===== src/rtl/stopwatch_pkg.sv =====
// Shared types and defaults for the stopwatch controller: FSM states,
// command encoding with its fixed priority order, and parameter defaults.
package stopwatch_pkg;

  localparam int unsigned TICK_DIV_DEF        = 50_000_000;
  localparam int unsigned DEBOUNCE_CYCLES_DEF = 1_000_000;
  localparam int unsigned CNT_W_DEF           = 15;

  typedef enum logic [1:0] {
    ST_IDLE = 2'd0,
    ST_RUN  = 2'd1,
    ST_STOP = 2'd2,
    ST_LAP  = 2'd3
  } state_e;

  typedef enum logic [1:0] {
    CMD_NONE       = 2'd0,
    CMD_CLEAR      = 2'd1,
    CMD_START_STOP = 2'd2,
    CMD_LAP        = 2'd3
  } cmd_e;

  localparam int unsigned NUM_CMDS = 3;

  // Highest priority first; a lower-priority press in the same cycle is dropped.
  localparam cmd_e CMD_PRIORITY [NUM_CMDS] = '{CMD_CLEAR, CMD_START_STOP, CMD_LAP};

  // press[n] is the one-cycle press pulse for the command whose code is n.
  function automatic cmd_e encode_cmd(input logic [3:1] press);
    cmd_e cmd;
    cmd = CMD_NONE;
    for (int i = NUM_CMDS - 1; i >= 0; i--) begin
      if (press[CMD_PRIORITY[i]]) cmd = CMD_PRIORITY[i];
    end
    return cmd;
  endfunction

endpackage


===== src/rtl/stopwatch_ctrl_if.sv =====
// Link between the stopwatch controller and the counter/display datapath.
// The controller is the master: it sequences the counter and picks the display source.
interface stopwatch_ctrl_if import stopwatch_pkg::*; #(
  parameter int unsigned CNT_W = CNT_W_DEF
);

  logic [CNT_W-1:0] count_value;
  logic [CNT_W-1:0] display_value;
  logic             tick_en;
  logic             count_clr;
  logic             running;
  logic             lap_active;

  modport master (
    input  count_value,
    output tick_en,
    output count_clr,
    output display_value,
    output running,
    output lap_active
  );

  modport slave (
    output count_value,
    input  tick_en,
    input  count_clr,
    input  display_value,
    input  running,
    input  lap_active
  );

endinterface


===== src/rtl/stopwatch_ctrl_btn_debounce.sv =====
// One raw push-button to a clean one-cycle press pulse: 2-flop synchronizer,
// stable-level debounce counter, rising-edge detect on the accepted level.
module btn_debounce import stopwatch_pkg::*; #(
  parameter int unsigned DEBOUNCE_CYCLES = DEBOUNCE_CYCLES_DEF
) (
  input  logic clk,
  input  logic reset,
  input  logic btn,
  output logic press
);

  localparam int unsigned CW = (DEBOUNCE_CYCLES < 2) ? 1 : $clog2(DEBOUNCE_CYCLES + 1);
  localparam logic [CW-1:0] CNT_LAST = CW'(DEBOUNCE_CYCLES - 1);

  logic [1:0]    sync;
  logic          level;
  logic          level_d;
  logic [CW-1:0] cnt;

  // NOTE: every flop here uses <= so all registers sample pre-edge values;
  // with = the synchronizer stages would collapse into a single flop.
  always_ff @(posedge clk) begin
    if (reset) begin
      sync    <= '0;
      level   <= 1'b0;
      level_d <= 1'b0;
      cnt     <= '0;
      press   <= 1'b0;
    end else begin
      sync <= {sync[0], btn};
      // Any cycle where the input agrees with the accepted level restarts the count.
      if (sync[1] != level) begin
        if (cnt == CNT_LAST) begin
          level <= sync[1];
          cnt   <= '0;
        end else begin
          cnt <= cnt + 1'b1;
        end
      end else begin
        cnt <= '0;
      end
      level_d <= level;
      press   <= level & ~level_d;
    end
  end

endmodule


===== src/rtl/stopwatch_ctrl.sv =====
// Stopwatch control: debounced button commands drive an IDLE/RUN/STOP/LAP FSM,
// a seconds prescaler producing tick_en, and the lap register for the display.
module stopwatch_ctrl import stopwatch_pkg::*; #(
  parameter int unsigned TICK_DIV        = TICK_DIV_DEF,
  parameter int unsigned DEBOUNCE_CYCLES = DEBOUNCE_CYCLES_DEF,
  parameter int unsigned CNT_W           = CNT_W_DEF
) (
  input  logic             clk,
  input  logic             reset,
  input  logic             btn_start_stop,
  input  logic             btn_lap,
  input  logic             btn_clear,
  stopwatch_ctrl_if.master bus
);

  localparam int unsigned   PW        = $clog2(TICK_DIV);
  localparam logic [PW-1:0] PRESC_MAX = PW'(TICK_DIV - 1);

  logic press_start_stop;
  logic press_lap;
  logic press_clear;
  cmd_e cmd;

  state_e           state;
  state_e           state_nxt;
  logic [PW-1:0]    presc;
  logic [CNT_W-1:0] lap_reg;
  logic             lap_hold;

  logic active;
  logic clr_cmd;
  logic presc_clr;
  logic lap_capture;
  logic lap_zero;
  logic hold_set;
  logic hold_clr;
  logic tick;

  btn_debounce #(.DEBOUNCE_CYCLES(DEBOUNCE_CYCLES)) u_db_start_stop (
    .clk   (clk),
    .reset (reset),
    .btn   (btn_start_stop),
    .press (press_start_stop)
  );

  btn_debounce #(.DEBOUNCE_CYCLES(DEBOUNCE_CYCLES)) u_db_lap (
    .clk   (clk),
    .reset (reset),
    .btn   (btn_lap),
    .press (press_lap)
  );

  btn_debounce #(.DEBOUNCE_CYCLES(DEBOUNCE_CYCLES)) u_db_clear (
    .clk   (clk),
    .reset (reset),
    .btn   (btn_clear),
    .press (press_clear)
  );

  assign cmd    = encode_cmd({press_lap, press_start_stop, press_clear});
  assign active = (state == ST_RUN) || (state == ST_LAP);

  // NOTE: every signal assigned below gets a default first, so no path
  // through the case statements can leave one unassigned and infer a latch.
  always_comb begin
    state_nxt   = state;
    clr_cmd     = 1'b0;
    presc_clr   = 1'b0;
    lap_capture = 1'b0;
    lap_zero    = 1'b0;
    hold_set    = 1'b0;
    hold_clr    = 1'b0;

    if (cmd == CMD_CLEAR) begin
      clr_cmd   = 1'b1;
      presc_clr = 1'b1;
      hold_clr  = 1'b1;
      state_nxt = ST_IDLE;
      lap_zero  = (state == ST_STOP);
    end else begin
      unique case (state)
        ST_IDLE: begin
          if (cmd == CMD_START_STOP) state_nxt = ST_RUN;
        end
        ST_RUN: begin
          if (cmd == CMD_START_STOP) begin
            state_nxt = ST_STOP;
          end else if (cmd == CMD_LAP) begin
            lap_capture = 1'b1;
            state_nxt   = ST_LAP;
          end
        end
        ST_LAP: begin
          // Stopping from LAP keeps the frozen lap value on the display.
          if (cmd == CMD_START_STOP) begin
            hold_set  = 1'b1;
            state_nxt = ST_STOP;
          end else if (cmd == CMD_LAP) begin
            hold_clr  = 1'b1;
            state_nxt = ST_RUN;
          end
        end
        ST_STOP: begin
          if (cmd == CMD_START_STOP) state_nxt = ST_RUN;
        end
        default: state_nxt = ST_IDLE;
      endcase
    end
  end

  assign tick = active && (presc == PRESC_MAX) && !clr_cmd;

  always_ff @(posedge clk) begin
    if (reset) begin
      state    <= ST_IDLE;
      presc    <= '0;
      lap_reg  <= '0;
      lap_hold <= 1'b0;
    end else begin
      state <= state_nxt;

      // Prescaler holds outside RUN/LAP so a pause keeps the partial second.
      if (presc_clr) begin
        presc <= '0;
      end else if (active) begin
        presc <= (presc == PRESC_MAX) ? '0 : presc + 1'b1;
      end

      if (lap_zero) begin
        lap_reg <= '0;
      end else if (lap_capture) begin
        lap_reg <= bus.count_value;
      end

      if (hold_clr) begin
        lap_hold <= 1'b0;
      end else if (hold_set) begin
        lap_hold <= 1'b1;
      end
    end
  end

  assign bus.tick_en       = tick;
  assign bus.count_clr     = clr_cmd;
  assign bus.running       = active;
  assign bus.lap_active    = (state == ST_LAP);
  assign bus.display_value = ((state == ST_LAP) || lap_hold) ? lap_reg : bus.count_value;

endmodule

===== src/flat_wrapper.sv =====
// flat-port wrapper written by rule: the top's interface ports become plain ports
module stopwatch_ctrl_flat import stopwatch_pkg::*;
#(
  parameter int unsigned TICK_DIV        = TICK_DIV_DEF,
  parameter int unsigned DEBOUNCE_CYCLES = DEBOUNCE_CYCLES_DEF,
  parameter int unsigned CNT_W           = CNT_W_DEF
)
  (clk, reset, btn_start_stop, btn_lap, btn_clear, bus_count_value, bus_tick_en, bus_count_clr, bus_display_value, bus_running, bus_lap_active);
  stopwatch_ctrl_if #(.CNT_W(CNT_W)) bus_i ();
  input  logic clk;
  input  logic reset;
  input  logic btn_start_stop;
  input  logic btn_lap;
  input  logic btn_clear;
  input wire logic [$bits(bus_i.count_value)-1:0] bus_count_value;
  output wire logic [$bits(bus_i.tick_en)-1:0] bus_tick_en;
  output wire logic [$bits(bus_i.count_clr)-1:0] bus_count_clr;
  output wire logic [$bits(bus_i.display_value)-1:0] bus_display_value;
  output wire logic [$bits(bus_i.running)-1:0] bus_running;
  output wire logic [$bits(bus_i.lap_active)-1:0] bus_lap_active;
  assign bus_i.count_value = bus_count_value;
  assign bus_tick_en = bus_i.tick_en;
  assign bus_count_clr = bus_i.count_clr;
  assign bus_display_value = bus_i.display_value;
  assign bus_running = bus_i.running;
  assign bus_lap_active = bus_i.lap_active;
  stopwatch_ctrl #(.TICK_DIV(TICK_DIV), .DEBOUNCE_CYCLES(DEBOUNCE_CYCLES), .CNT_W(CNT_W)) u_core (.clk(clk), .reset(reset), .btn_start_stop(btn_start_stop), .btn_lap(btn_lap), .btn_clear(btn_clear), .bus(bus_i));
endmodule

===== config.mk =====
export PLATFORM = sky130hd
export DESIGN_NAME = stopwatch_ctrl_flat
export DESIGN_NICKNAME = d
export VERILOG_FILES = /design/src/rtl/stopwatch_pkg.sv /design/src/rtl/stopwatch_ctrl_if.sv /design/src/rtl/stopwatch_ctrl_btn_debounce.sv /design/src/rtl/stopwatch_ctrl.sv /design/src/flat_wrapper.sv
export SDC_FILE = /design/constraint.sdc
export NUM_CORES = 1
export LEC_CHECK = 0
export BUFFER_PORTS_ARGS = -buffer_cell sky130_fd_sc_hd__buf_4
export CAP_MARGIN = 20
export CORE_UTILIZATION = 40
export CTS_BUF_LIST = sky130_fd_sc_hd__clkbuf_8 sky130_fd_sc_hd__clkbuf_16
export DETAILED_ROUTE_END_ITERATION = 10
export GPL_TIMING_DRIVEN = 1
export PLACE_DENSITY = 0.64
export SLEW_MARGIN = 5
export SYNTH_ARGS = -nofsm -noshare
export SYNTH_HDL_FRONTEND = slang
export SYNTH_SLANG_ARGS = --single-unit

===== constraint.sdc =====
create_clock -name clk -period 3.3 [get_ports clk]
set_input_delay 0.165 -clock clk [delete_from_list [all_inputs] [get_ports clk]]
set_output_delay 0.165 -clock clk [all_outputs]
set_load 0.03 [all_outputs]

==> impl_summary.md <==
Global routing
The global-route wire length before repair is ~17 mm. The number of antenna violations at the first check in global routing is 0. The via count of the first global-routing pass is between 3k and 4k.

The total routing usage reported by global routing is 0.158. The total grt overflow is 0. Entering global routing, the biggest net connects 25 pins.

Power and ir drop
The cell internal power dissipation is 2830 uW. The share of total power dissipated in combinational logic is 0.029. Across the VDD grid, the largest voltage drop is approximately 0.00035 V.

Power spread over the standard cell area amounts to around 540 mW/mm2. The fraction of power consumed by sequential logic is 0.414. Of the total power, the clock network draws 0.557. For this design the total switching power over the nets is 664 uW. Of the total power, the share spent switching nets is 0.190. For this design the static power due to leakage is ~0.0021 uW.

Logic synthesis
Of the total synthesized cell area, the portion taken by full adders, half adders and majority gates is 0.0118. In this run, distinct cell masters in the synthesized netlist total 46. The gate count of the mapped netlist is a little under 600. Yosys printed 0 warnings.

Of the total synthesized cell area, the portion taken by AND, OR, NAND and NOR gates is 0.276. In the synthesized netlist the dominant register cell turns out to be dfxtp_1. The compound-gate portion of the synthesized area is 0.0737.

The multiplexer area fraction after synthesis is 0.0640. For this run, asynchronously set or reset flops after synthesis account for 0. After synthesis the cells add up to about 0.0053 mm2. The synthesized net count is approximately 600. The share of the synthesized netlist area taken by xor and xnor gates is 0.0943. The largest family of logic cells by synthesized area is simple AND/OR/NAND/NOR gates.

The number of flops mapped to enable cells by yosys is 0. The register bit count reported by yosys is roughly 120. The average instance in the mapped netlist occupies ~9 um2. For this run, the register share of the synthesized area comes to 0.450.

Routing
In the final routed layout, each cell accounts on average for ~12 um. After the first detailed-routing iteration, the DRC count stood at between 200 and 250. For this block, the routed nets add up to 10.0 mm of wire. The via density per instance is 5.15. The number of search-and-repair iterations in the first detailed-routing pass is 4. The detailed-route DRC error count is 0.

The vias after detailed routing is between 4k and 5k. The number of nets with antenna violations after routing is 0.

Timing
For the finished layout, the period the worst path requires is 2.42 ns. The number of pins with negative max-slew slack in the final report came to 0. Setup violations remaining at the end of the flow were counted as 0.

For the final database, setup skew stands at between 0.006 and 0.007 ns. The final-layout setup total negative slack is 0 ns. The worst pin sits at a relative slew slack of 0.512.

Setup repair after global routing left no endpoint under its margin. The maximum achievable frequency is 413 MHz. The post-route clock period utilization is 0.734.

Setup slack on the critical path of the routed design comes to just under 0.9 ns. The slew of the pin with the lowest slew margin is 0.732 ns. The number of failing hold endpoints at the final stage is 0.

Final layout
The layout net count is ~670. The total of fill cells in the finished design is 1179. The register with the most flip-flops in the layout has 26 of them. In the final layout, the share of cells above drive strength 1 is 0.152. After routing the design area is ~0.0065 mm2. The repair_antennas step left the layout with diodes totalling 0. The area added between synthesis and finish is 22.0%. More flip-flops sit in one register than any other, and that register is u_core.presc.

Floorplanning
The total die area is about 0.014 mm2. The horizontal die dimension is roughly 120 um. The effective utilization at floorplan is 0.415. The core region is ~0.013 mm2. The chip height is between 100 and 150 um.

The I/O pin total is 39. The count of standard-cell rows is 41.

Run status
The flow ran to the end, and the final reports show no timing, DRC or antenna violations.

Clock network
TritonCTS built the clock tree. The clock tree buffer depth is 2. The clock reaches the later pin of the worst-skew pair after roughly 0.41 ns. The tree is rooted in a clkbuf_16.

The number of sinks driven by the clock tree is approximately 120. In this run the number of H-tree levels came out at 4. For this design, the CTS-stage hold fixing added 8 buffers. The number of buffers added by the clock tree synthesis step is 17. The number of setup buffers added after CTS is 0.

Post-CTS repair changed the size of 0 cells. The clock-pin slew of the registers on the worst-case setup and hold paths is about 0.050 ns.

Setup path
The kind of end point of the critical path is a flop. The required time of the critical path is 3.55 ns. In this run the worst path has a maximum fanout of 18.

STA classifies the critical path startpoint as a flop. The data arrival time of the worst path is between 2 and 3 ns. The critical path in this run is classified as reg -> reg.

Hold path
The worst hold path belongs to the class in -> reg.

Place
The congestion estimate from routability-driven global placement came to about 0.78. Once placement finished, the instance area stood at ~0.0057 mm2. The worst slack at placement is between 0.9 and 1 ns. The HPWL reported at the end of detailed placement is 6.97 mm. In this run the tool buffered the top-level ports with 38 buffer cells.

Flow run
Max-cap violations in this run came to 0.
## cells in the mapped netlist, drive strengths merged (3+ instances only)
cell type  number  share of area
or2             4         0.0047
dfxtp         119           0.45
nor4b           6          0.011
nor3           15          0.014
o21ai          16          0.016
mux2           15          0.032
clkbuf         15          0.011
ha              5          0.012
nand4          21          0.025
nand3          32          0.031
xnor2          40          0.066
buf             6         0.0059
and2            4         0.0047
o31ai          16          0.024
or3            16          0.019
nand4b          3         0.0050
xor2           17          0.028
and4            7          0.012
or4            18          0.026
nor2b          13          0.015
a21oi          28          0.026
nand2          22          0.016
and3            5         0.0061
mux2i          17          0.032
nor4           13          0.015
inv            20          0.014
nor2           87          0.062
## kinds of logic (layout without fill, tap and decap cells)
group / count (synthesis) / after routing
DFF: 119 / 119
AOI/OAI and AO/OA: 65 / 65
buffers and inverters: 41 / 101
and+or+nand+nor: 272 / 272
muxes: 32 / 32
xor gates and xnor gates: 57 / 57
adders and majority gates: 5 / 5
## metrics by stage
step	total power, uW	util	hold WS [ns]	cells
final	3490	0.506	0.00953	823
after global routing	3600	0.506	0.0152	823
after CTS	3530	0.505	0.000304	822
after detailed placement	1570	0.450	0.374	784
after global placement	1570	0.450	0.372	784
after floorplan	1530	-	0.293	591
## cells in the final DEF, fill, tap and decap left out, types with 2 or more instances in the layout
cell type,synthesis,layout
and4_1,7,7
and2_1,4,4
nand4b_1,3,3
inv_1,20,22
nor3b_1,2,2
o31ai_1,15,15
nand3_1,31,31
nor4b_1,5,5
clkbuf_16,0,17
mux2_2,15,15
ha_1,5,5
nor2_1,87,87
o21ai_0,14,13
mux2i_1,17,17
dfxtp_1,119,119
dlygate4sd3_1,0,8
bufinv_16,0,5
buf_4,1,43
xnor2_1,40,40
nor2b_1,13,13
clkinv_2,0,4
nor3_1,15,15
nand2_1,22,22
or4_1,18,18
a21oi_1,28,28
or2_2,4,4
or3_1,15,15
nand4_1,21,21
xor2_1,17,17
nor4_1,13,13
o21ai_1,1,2
and3_1,4,4
## power groups by stage
| stage | Clock (uW) | Combinational [uW] | Sequential (uW) |
|---|---|---|---|
| global placement | 0 | 91.3 | 1480 |
| detailed placement | 0 | 92.5 | 1480 |
| floorplan | 0 | 52.1 | 1470 |
| global route | 2050 | 108 | 1440 |
| CTS | 1980 | 101 | 1450 |
| finish | 1940 | 99.6 | 1450 |
## final timing paths
check / endpoint / depth (start not counted) / slack, ns / from
worst min register to register: u_core.u_db_lap.press / 1 / 0.39 / u_core.u_db_lap.level_d
worst max register to register: u_core.u_db_lap.cnt[19] / 5 / 0.88 / u_core.u_db_lap.cnt[0]
worst min-delay path: u_core.lap_reg[7] / 3 / 0.01 / bus_count_value[7]
worst max-delay path: u_core.u_db_lap.cnt[19] / 5 / 0.88 / u_core.u_db_lap.cnt[0]
## worst max-delay path, cell delays in order, from the launching register on
cell and delay [ns]:
dfxtp_1 0.38, ha_1 0.21, nand3_1 0.25, or4_1 0.66, o21ai_2 0.63, a21oi_1 0.12
## layer usage
layer / track usage / part of all wire / vias up
li1: - / - / 2189
met1: 0.190 / 0.49 / 1946
met2: 0.257 / 0.45 / 80
met3: 0.0422 / 0.043 / 21
met4: 0.0852 / 0.022 / 0
met5: 0 / 0 / -
## area by class of cell
class,count,area [um2],area share
multi-input cells,431,2760,0.427
repair buffers,51,403,0.0624
flip-flops and latches,119,2380,0.369
inverters,20,75.1,0.0116
clock buffers,18,439,0.0680
well taps,172,215,0.0333
clock inverters,12,185,0.0287
(Power assumes the default switching activity.)
